<file path="src/rtl/cargador_programa_pkg.sv">
// Shared definitions for the boot-time program loader: state encoding,
// default geometry and the instruction word width.
package cargador_programa_pkg;

    typedef enum logic [2:0] {
        ST_IDLE  = 3'd0,
        ST_LEN   = 3'd1,
        ST_LOAD  = 3'd2,
        ST_WRITE = 3'd3,
        ST_RUN   = 3'd4,
        ST_ERR   = 3'd5
    } estado_t;

    localparam int DEPTH_DEF   = 32;
    localparam int ADDR_W_DEF  = 5;
    localparam int TIMEOUT_DEF = 1024;
    localparam int INSTR_W     = 32;
    localparam int BYTE_W      = 8;

    // States in which the loader owns the instruction memory
    function automatic logic es_ocupado(input estado_t s);
        return (s == ST_LEN) || (s == ST_LOAD) || (s == ST_WRITE);
    endfunction

endpackage

</file>
<file path="src/rtl/cargador_programa_if.sv">
// Byte stream (valid/ready) plus instruction-memory write port of the loader.
interface cargador_programa_if
    import cargador_programa_pkg::*;
#(
    parameter int ADDR_W = ADDR_W_DEF
);
    logic               byte_valid;
    logic [BYTE_W-1:0]  byte_data;
    logic               byte_ready;
    logic               mem_we;
    logic [ADDR_W-1:0]  mem_addr;
    logic [INSTR_W-1:0] mem_wdata;

    // master = stream producer / memory side, slave = loader
    modport master (
        output byte_valid, byte_data,
        input  byte_ready, mem_we, mem_addr, mem_wdata
    );

    modport slave (
        input  byte_valid, byte_data,
        output byte_ready, mem_we, mem_addr, mem_wdata
    );
endinterface

</file>
<file path="src/rtl/ensamblador_palabra.sv">
// Little-endian word assembler: four accepted bytes fill one 32-bit word,
// lowest address byte first.
module ensamblador_palabra
    import cargador_programa_pkg::*;
(
    input  logic               clk,
    input  logic               reset,
    input  logic               clear,
    input  logic               load,
    input  logic [BYTE_W-1:0]  dato,
    output logic [INSTR_W-1:0] word,
    output logic               last_byte
);

    logic [1:0] byte_idx;

    always_ff @(posedge clk or negedge reset) begin
        if (!reset) begin
            byte_idx <= 2'd0;
            word     <= '0;
        end else if (clear) begin
            byte_idx <= 2'd0;
            word     <= '0;
        end else if (load) begin
            word[{byte_idx, 3'b000} +: BYTE_W] <= dato;
            byte_idx                            <= byte_idx + 2'd1;
        end
    end

    assign last_byte = (byte_idx == 2'd3);

endmodule

</file>
<file path="src/rtl/cargador_programa.sv">
// Boot loader: takes a length byte then little-endian words over a byte
// stream, writes them to instruction memory and releases the core after.
module cargador_programa
    import cargador_programa_pkg::*;
#(
    parameter int DEPTH   = DEPTH_DEF,
    parameter int ADDR_W  = ADDR_W_DEF,
    parameter int TIMEOUT = TIMEOUT_DEF
) (
    input  logic                clk,
    input  logic                reset,
    input  logic                start,
    cargador_programa_if.slave  bus,
    output logic                core_reset,
    output logic                busy,
    output logic                done,
    output logic                error
);

    localparam int IDLE_W = (TIMEOUT > 0) ? $clog2(TIMEOUT + 1) : 1;
    localparam logic [IDLE_W-1:0] IDLE_MAX = IDLE_W'((TIMEOUT > 0) ? TIMEOUT - 1 : 0);
    localparam logic [8:0] DEPTH_B = 9'(DEPTH);

    estado_t            state, state_nxt;
    logic [ADDR_W-1:0]  word_idx;
    logic [ADDR_W-1:0]  len_m1;
    logic [IDLE_W-1:0]  idle_cnt;
    logic [INSTR_W-1:0] asm_word;
    logic               last_byte;
    logic               xfer;
    logic               len_bad;
    logic               timeout_hit;
    logic               asm_clear;
    logic               asm_load;

    assign xfer        = bus.byte_valid & bus.byte_ready;
    assign len_bad     = (bus.byte_data == 8'd0) || ({1'b0, bus.byte_data} > DEPTH_B);
    assign timeout_hit = (TIMEOUT != 0) && !xfer && (idle_cnt == IDLE_MAX);

    // The assembly register keeps the full word through WRITE so it can
    // feed mem_wdata straight from flops; it is wiped everywhere else.
    assign asm_clear = (state != ST_LOAD) && (state != ST_WRITE);
    assign asm_load  = xfer && (state == ST_LOAD);

    ensamblador_palabra u_ensamblador (
        .clk       (clk),
        .reset     (reset),
        .clear     (asm_clear),
        .load      (asm_load),
        .dato      (bus.byte_data),
        .word      (asm_word),
        .last_byte (last_byte)
    );

    always_ff @(posedge clk or negedge reset) begin
        if (!reset) state <= ST_IDLE;
        else        state <= state_nxt;
    end

    always_comb begin
        state_nxt = state;
        unique case (state)
            ST_IDLE: if (start) state_nxt = ST_LEN;
            ST_LEN: begin
                if (xfer)             state_nxt = len_bad ? ST_ERR : ST_LOAD;
                else if (timeout_hit) state_nxt = ST_ERR;
            end
            ST_LOAD: begin
                if (xfer && last_byte) state_nxt = ST_WRITE;
                else if (timeout_hit)  state_nxt = ST_ERR;
            end
            ST_WRITE: state_nxt = (word_idx == len_m1) ? ST_RUN : ST_LOAD;
            ST_RUN:   if (start) state_nxt = ST_LEN;
            ST_ERR:   if (start) state_nxt = ST_LEN;
            default:  state_nxt = ST_IDLE;
        endcase
    end

    // Word counter and image length (stored as len-1 so it fits ADDR_W)
    always_ff @(posedge clk or negedge reset) begin
        if (!reset) begin
            word_idx <= '0;
            len_m1   <= '0;
        end else if (state == ST_LEN && xfer && !len_bad) begin
            word_idx <= '0;
            len_m1   <= ADDR_W'(bus.byte_data - 8'd1);
        end else if (state == ST_WRITE && state_nxt == ST_LOAD) begin
            word_idx <= word_idx + 1'b1;
        end
    end

    // Idle counter: cleared on transfers, on state entry and outside LEN/LOAD
    always_ff @(posedge clk or negedge reset) begin
        if (!reset) begin
            idle_cnt <= '0;
        end else if (xfer || (state_nxt != state) ||
                     !((state_nxt == ST_LEN) || (state_nxt == ST_LOAD))) begin
            idle_cnt <= '0;
        end else if (TIMEOUT != 0) begin
            idle_cnt <= idle_cnt + 1'b1;
        end
    end

    // Status outputs registered from the next state so they line up with it
    always_ff @(posedge clk or negedge reset) begin
        if (!reset) begin
            bus.byte_ready <= 1'b0;
            bus.mem_we     <= 1'b0;
            core_reset     <= 1'b1;
            busy           <= 1'b0;
            done           <= 1'b0;
            error          <= 1'b0;
        end else begin
            bus.byte_ready <= (state_nxt == ST_LEN) || (state_nxt == ST_LOAD);
            bus.mem_we     <= (state_nxt == ST_WRITE);
            core_reset     <= (state_nxt != ST_RUN);
            busy           <= es_ocupado(state_nxt);
            done           <= (state_nxt == ST_RUN);
            error          <= (state_nxt == ST_ERR);
        end
    end

    assign bus.mem_addr  = word_idx;
    assign bus.mem_wdata = asm_word;

endmodule
</file>
<file path="src/flat_wrapper.sv">
// flat-port wrapper written by rule: the top's interface ports become plain ports
module cargador_programa_flat import cargador_programa_pkg::*;
#(
    parameter int DEPTH   = DEPTH_DEF,
    parameter int ADDR_W  = ADDR_W_DEF,
    parameter int TIMEOUT = TIMEOUT_DEF
)
  (clk, reset, start, core_reset, busy, done, error, bus_byte_valid, bus_byte_data, bus_byte_ready, bus_mem_we, bus_mem_addr, bus_mem_wdata);
  cargador_programa_if #(.ADDR_W(ADDR_W)) bus_i ();
  input  logic clk;
  input  logic reset;
  input  logic start;
  output logic core_reset;
  output logic busy;
  output logic done;
  output logic error;
  input wire logic [$bits(bus_i.byte_valid)-1:0] bus_byte_valid;
  input wire logic [$bits(bus_i.byte_data)-1:0] bus_byte_data;
  output wire logic [$bits(bus_i.byte_ready)-1:0] bus_byte_ready;
  output wire logic [$bits(bus_i.mem_we)-1:0] bus_mem_we;
  output wire logic [$bits(bus_i.mem_addr)-1:0] bus_mem_addr;
  output wire logic [$bits(bus_i.mem_wdata)-1:0] bus_mem_wdata;
  assign bus_i.byte_valid = bus_byte_valid;
  assign bus_i.byte_data = bus_byte_data;
  assign bus_byte_ready = bus_i.byte_ready;
  assign bus_mem_we = bus_i.mem_we;
  assign bus_mem_addr = bus_i.mem_addr;
  assign bus_mem_wdata = bus_i.mem_wdata;
  cargador_programa #(.DEPTH(DEPTH), .ADDR_W(ADDR_W), .TIMEOUT(TIMEOUT)) u_core (.clk(clk), .reset(reset), .start(start), .bus(bus_i), .core_reset(core_reset), .busy(busy), .done(done), .error(error));
endmodule
</file>
<file path="config.mk">
export PLATFORM = sky130hd
export DESIGN_NAME = cargador_programa_flat
export DESIGN_NICKNAME = d
export VERILOG_FILES = /design/src/rtl/cargador_programa_pkg.sv /design/src/rtl/cargador_programa_if.sv /design/src/rtl/ensamblador_palabra.sv /design/src/rtl/cargador_programa.sv /design/src/flat_wrapper.sv
export SDC_FILE = /design/constraint.sdc
export NUM_CORES = 1
export LEC_CHECK = 0
export CELL_PAD_IN_SITES_DETAIL_PLACEMENT = 1
export CELL_PAD_IN_SITES_GLOBAL_PLACEMENT = 1
export CORE_MARGIN = 4
export CORE_UTILIZATION = 40
export CTS_BUF_LIST = sky130_fd_sc_hd__clkbuf_16
export DETAILED_ROUTE_END_ITERATION = 6
export PLACE_DENSITY_LB_ADDON = 0.05
export SETUP_SLACK_MARGIN = 0.5
export SLEW_MARGIN = 10
export SYNTH_ARGS = -nofsm -noshare
export SYNTH_HDL_FRONTEND = slang
export SYNTH_SLANG_ARGS = --single-unit
</file>
<file path="constraint.sdc">
create_clock -name clk -period 2.6 [get_ports clk]
set_input_delay 0.26 -clock clk [delete_from_list [all_inputs] [get_ports clk]]
set_output_delay 0.26 -clock clk [all_outputs]
set_load 0.02 [all_outputs]
</file>
# Word level (Yosys, flattened, before mapping)
# Cells that the tools add are included.
dict set report op_classes {
  reduce_logical 20
  bitwise_logic 1
  n_eq_ne 17
  mux 15
  magnitude_cmp 1
  n_shift 2
  add_sub_neg 5
}
# cell count
set ops {}
lappend ops {{32-bit two-way mux} 2}
lappend ops {{32-bit bitwise mux} 1}
lappend ops {{8-bit by 7-bit variable shift with 32-bit output, first input constant} 1}
lappend ops {{8-bit by 7-bit indexed part select with 32-bit output} 1}
lappend ops {{3-bit two-way mux} 6}
lappend ops {{3-bit by 2-bit == test with 1-bit output, second input constant} 4}
lappend ops {{3-bit == test, second input constant} 4}
lappend ops {{3-bit one-hot mux with 4 select lines} 1}
lappend ops {{11-bit by 1-bit adder with 11-bit output, second input constant} 1}
lappend ops {{11-bit by 10-bit == test with 1-bit output, second input constant} 1}
lappend ops {{11-bit two-way mux} 1}
lappend ops {{5-bit two-way mux} 2}
lappend ops {{8-bit by 6-bit greater-than comparator with 1-bit output, second input constant} 1}
lappend ops {{8-bit logical NOT} 1}
lappend ops {{1-bit logical AND} 7}
lappend ops {{5-bit negator with 7-bit output} 1}
lappend ops {{3-bit by 1-bit == test with 1-bit output, second input constant} 2}
lappend ops {{3-bit by 2-bit != test with 1-bit output, second input constant} 2}
lappend ops {{5-bit by 1-bit adder with 5-bit output, second input constant} 1}
lappend ops {{5-bit == test} 1}
lappend ops {{1-bit logical OR} 5}
lappend ops {{5-bit by 1-bit subtractor with 5-bit output, second input constant} 1}
lappend ops {{2-bit two-way mux} 2}
lappend ops {{2-bit nonzero test} 2}
lappend ops {{8 further kinds} 10}
dict set report totals {
  out_inout_bits 43
  word_cells 73
  in_bits 12
  ff_bits 64
}

# Logic depth before layout (Yosys ltp)
dict set report logic_depth {
  depth_word 11
  ltp_mapped 8
  depth_no_buf 8
}

# Hierarchy
# A second synthesis with hierarchy kept.
dict set report unflattened {
  cells_unflattened 260
  area_unflattened_um2 3064.2
}
# mod cells_per_inst seq_area_each_um2 area_each_um2 instances
set by_module_without_submodules {}
lappend by_module_without_submodules {cargador_programa 156 752.0 1595.3 1}
lappend by_module_without_submodules {ensamblador_palabra 104 850.8 1468.9 1}

# Worst setup path after synthesis
# Ideal clock, no wire load.
dict set report synth_timing {
  kind {input-to-reg}
  start {input port bus_byte_data[0]}
  end {register u_core.bus.byte_ready}
  setup_time_ns 0.135
  required_time_ns 2.465
  t_arrival_ns 1.744
  setup_slack_ns 0.721
  path_buffers 0
  path_stages 8
  cell_sequence {inv_1 -> ha_1 -> nor4b_4 -> xor2_2 -> nor4b_1 -> o32ai_4 -> nand2b_1 -> mux2i_1}
}
dict set report synth_via {
  elab_chain_cells 7
  elab_cells_between_ends 9
  cone_classes {1 x order compare; 2 x eq/ne; 3 x mux; 3 x reduce/logical}
}
# element line_no
set synth_rtl {}
lappend synth_rtl {{start, declared} flat_wrapper.sv:18} ;# input wire logic [$bits(bus_i.byte_data)-1:0] bus_byte_data;
lappend synth_rtl {{8-bit by 6-bit greater-than comparator with 1-bit output or 8-bit logical NOT (tied branches)} cargador_programa.sv:37} ;# assign len_bad = (bus.byte_data == 8'd0) || ({1'b0, bus.byte_data} > DEPTH_B);
lappend synth_rtl {{1-bit logical OR *} cargador_programa.sv:37}
lappend synth_rtl {{3-bit two-way mux * (2 in a row)} cargador_programa.sv:65} ;# if (xfer) state_nxt = len_bad ? ST_ERR : ST_LOAD;
lappend synth_rtl {{3-bit one-hot mux with 4 select lines *} cargador_programa.sv:62} ;# unique case (state)
lappend synth_rtl {{via u_core.state_nxt[0]} cargador_programa.sv:24} ;# estado_t state, state_nxt;
lappend synth_rtl {{3-bit by 1-bit == test with 1-bit output or 3-bit by 2-bit == test with 1-bit output (tied branches)} cargador_programa.sv:114} ;# bus.byte_ready <= (state_nxt == ST_LEN) || (state_nxt == ST_LOAD);
lappend synth_rtl {{1-bit logical OR *} cargador_programa.sv:114}
lappend synth_rtl {{end signal, assigned} cargador_programa.sv:114}
lappend synth_rtl {{end, declared} cargador_programa_if.sv:22} ;# output byte_ready, mem_we, mem_addr, mem_wdata
# The timed path passes the listed nets; every way through them passes the cells marked *.
# A chain may end at the register's enable or synchronous reset.

# Final worst setup path
dict set report layout_timing {
  start {input port bus_byte_data[0]}
  end {register u_core.bus.byte_ready}
}
dict set report layout_via {
  elab_chain_cells 7
  elab_cells_between_ends 9
  cone_classes {1 x order compare; 2 x eq/ne; 3 x mux; 3 x reduce/logical}
}
# element line_no
set layout_rtl {}
lappend layout_rtl {{8-bit by 6-bit greater-than comparator with 1-bit output or 8-bit logical NOT (tied branches)} cargador_programa.sv:37}
lappend layout_rtl {{1-bit logical OR *} cargador_programa.sv:37}
lappend layout_rtl {{3-bit two-way mux * (2 in a row)} cargador_programa.sv:65}
lappend layout_rtl {{3-bit one-hot mux with 4 select lines *} cargador_programa.sv:62}
lappend layout_rtl {{3-bit by 1-bit == test with 1-bit output or 3-bit by 2-bit == test with 1-bit output (tied branches)} cargador_programa.sv:114}
lappend layout_rtl {{1-bit logical OR *} cargador_programa.sv:114}
# Mark *: on every way between the ends. The rest lies on a longest branch, timed or not.

==> impl_metrics.yaml <==
min_path:
  hp-start: "u_core.idle_cnt[0]$_DFF_PN0_"
  hold_class: "flop to flop"
sta:
  rsz0062_at_grt: "yes"
  drv_slew: 0
  fin_crit_sh_pct: 77.0
  tightest_slew_ps: 756
  fin_skew_ps: 5.93
  hold_viol_final: 0
  timing.setup.tns_ps: 0
  max_freq_mhz: 500
  slew_headroom_pct: 49.6
  min_period_ps: 2000
  setup-violations-final: 0
critical_path:
  r2r_start: "u_core.idle_cnt[0]$_DFF_PN0_"
  path_max_fanout: 4
  startpoint_type: "input pin"
  arrival_ps: 2240
  r2r_slack_ps: 620
  critPathLaunch: "bus_byte_data[0]"
  path_class: "input pin to flop"
  required_ps: 2840
  cp-end-kind: "flop"
synthesis:
  syn_area_mm2: 0.00302
  ys_seq_area_share_pct: 53.2
  synth-edff-count: 0
  synthFlopType: "dfrtp_1"
  synth_top_area_share_pct: 52.3
  async_flop_share_pct: 100
  synthMostInstantiatedCell: "dfrtp_1"
  synth_seq_cells: 64
  synth.top_cells.by_count: "dfrtp_1 (63), nand2_1 (27), a22o_1 (26), nor2_1 (20)"
  avgSynthCellArea_um2: 11.8
  syn_inst: 255
  yosys.area.top_type: "dfrtp_1"
  ys_warn_count: 0
  synthTopCellsByArea: "dfrtp_1 (52%), a22o_1 (7.6%), nand2_1 (3.4%)"
  synth.distinct_cells: 49
  syn-num-nets: 275
clocking:
  htreeDepth: 3
  clk_path_buf_depth: 2
  clk_pin_slew_ps: 50
  root_buffer: "clkbuf_16"
  cts_tree: "built"
  cts_buffers: 9
  numClockSinks: 64
  clkLatencyLatePin_ps: 320
layout:
  fin_util_pct: 55.6
  num_antenna_cells: 0
  final_nets: 352
  area_growth_pct: 34.6
  drive_gt1_share_pct: 18.5
  final_cells: 435
outcome:
  status: "finished clean"
place:
  io_buffers: 54
  hpwl_mm: 5.53
  place_congestion: 0.703
  dp_cells: 416
floorplanning:
  die_area_mm2: 0.00899
  die-width_um: 94.8
  start_util_pct: 41.4
  num_rows: 31
  io_pins: 55
  die_y_um: 94.8
  fp.coreArea_mm2: 0.00729
drt:
  via_per_inst: 5.15
  ant_nets: 0
  vias: 2242
  dr.max_layer_used: "met4"
  met1_length_mm: 3.55
  wl_mm: 7.55
  dr_wl_met3_um: 220
  wl_per_cell_um: 17.4
  drc: 0
  dr.pass1.iters: 4
  wl_met2_mm: 3.69
  first_iter_violations: 70
global_routing:
  grt_antenna_before_repair: 0
  grt_pass1_wl_mm: 12.3
  grt_usage_pct: 18.3
  grt_pass1_vias: 2355
  grt_max_degree: 38
  overflow: 0
run:
  drv_cap: 0
power:
  vdd_drop_max_mv: 0.333
  power.leakage_nw: 1.81
  power_density_mw_per_mm2: 835
## placed cells by master, fill, tap and decap left out, types with 2 or more instances in the layout
cell	count
a21oi_1	6
xnor2_1	8
and2_1	2
ha_1	7
nor3_1	2
nand2b_1	2
xor2_1	10
nand4_1	3
clkinv_2	5
a22o_2	2
o21ai_0	7
clkdlybuf4s50_1	53
o21ai_1	8
nor4b_4	2
nand2_1	26
nand3_1	7
nor4_4	4
clkbuf_16	9
buf_4	16
nand4_2	3
a22o_1	26
inv_1	11
mux2i_1	4
nor2_1	20
o221ai_2	2
dfrtp_1	62
## cell type report
class / instances / area (um2)
Clock buffer: 9 / 225
Timing Repair Buffer: 72 / 686
Fill cell: 792 / 3230
Clock inverter: 6 / 28.8
Tap cell: 99 / 124
Inverter: 10 / 37.5
Multi-Input combinational cell: 175 / 1350
Sequential cell: 64 / 1600
## registers in the layout, summed over array words and instances, names as in the netlist, 2 cells and up
signal	count
u_core.bus.mem_addr	5
u_core.idle_cnt	11
u_core.len_m1	5
u_core.state	3
u_core.u_ensamblador.byte_idx	2
u_core.u_ensamblador.word	32
## power breakdown
group | total (W) | switching (W) | internal [W]
Sequential | 0.00133 | 0.000175 | 0.00115
Clock | 0.00103 | 0.000405 | 0.000625
Combinational | 0.00103 | 0.000585 | 0.000445
Total | 0.00339 | 0.00117 | 0.00222
## per-stage QoR
stage | hold WS, ps | area (um2) | power [W] | setup WS, ps
after floorplan | -35.6 | 3020 | 0.00197 | 721
after global placement | 324 | 3740 | 0.00232 | 152
after detailed placement | 332 | 3740 | 0.00236 | 105
after CTS | 471 | 4020 | 0.00341 | 499
after global routing | 493 | 4060 | 0.00361 | 465
final | 466 | 4060 | 0.00339 | 598
## cell families after synthesis
| logic type | count (synthesis) | share of synthesized area [%] |
|---|---|---|
| AOI/OAI and AO/OA | 57 | 14.9 |
| xor gates and xnor gates | 19 | 5.77 |
| adders and majority gates | 8 | 3.32 |
| buffers and inverters | 16 | 3.03 |
| DFF | 64 | 53.2 |
| muxes | 4 | 1.33 |
| and+or+nand+nor | 87 | 18.5 |
## worst max-delay path, cell delays in order
cell and delay (ps):
clkdlybuf4s50_1 420, inv_1 70, ha_2 220, nor4b_4 280, xor2_2 280, nor4_2 90, buf_4 160, nor3_4 240
mux2i_1 230
## timing repair
item / in CTS / in global routing
buffers inserted: 0 / 3
setup endpoints to repair: 11 / 35
pin swaps: 0 / 4
hold buffers: 1 / 0
resized for setup: 2 / 5
hold endpoints to repair: 27 / 0
cloned: 0 / 0
## final timing paths
path                                                      end  depth (start not counted)
setup / recovery              u_core.bus.byte_ready$_DFF_PN0_                          9
hold / removal                   u_core.idle_cnt[0]$_DFF_PN0_                          1
setup reg to reg              u_core.bus.byte_ready$_DFF_PN0_                          7
hold reg to reg                  u_core.idle_cnt[0]$_DFF_PN0_                          1
max in group asynchronous         u_core.core_reset$_DFF_PN1_                          3
min in group asynchronous  u_core.bus.mem_addr[0]$_DFFE_PN0P_                          2
## routing by layer
| metal | global-route usage (%) | vias to the layer above |
|---|---|---|
| met5 | 0 | - |
| met3 | 4.22 | 9 |
| met1 | 24.9 | 1133 |
| met4 | 6.85 | 0 |
| li1 | - | 1062 |
| met2 | 28.5 | 38 |
Note: power is estimated with default switching activity, not from simulation.
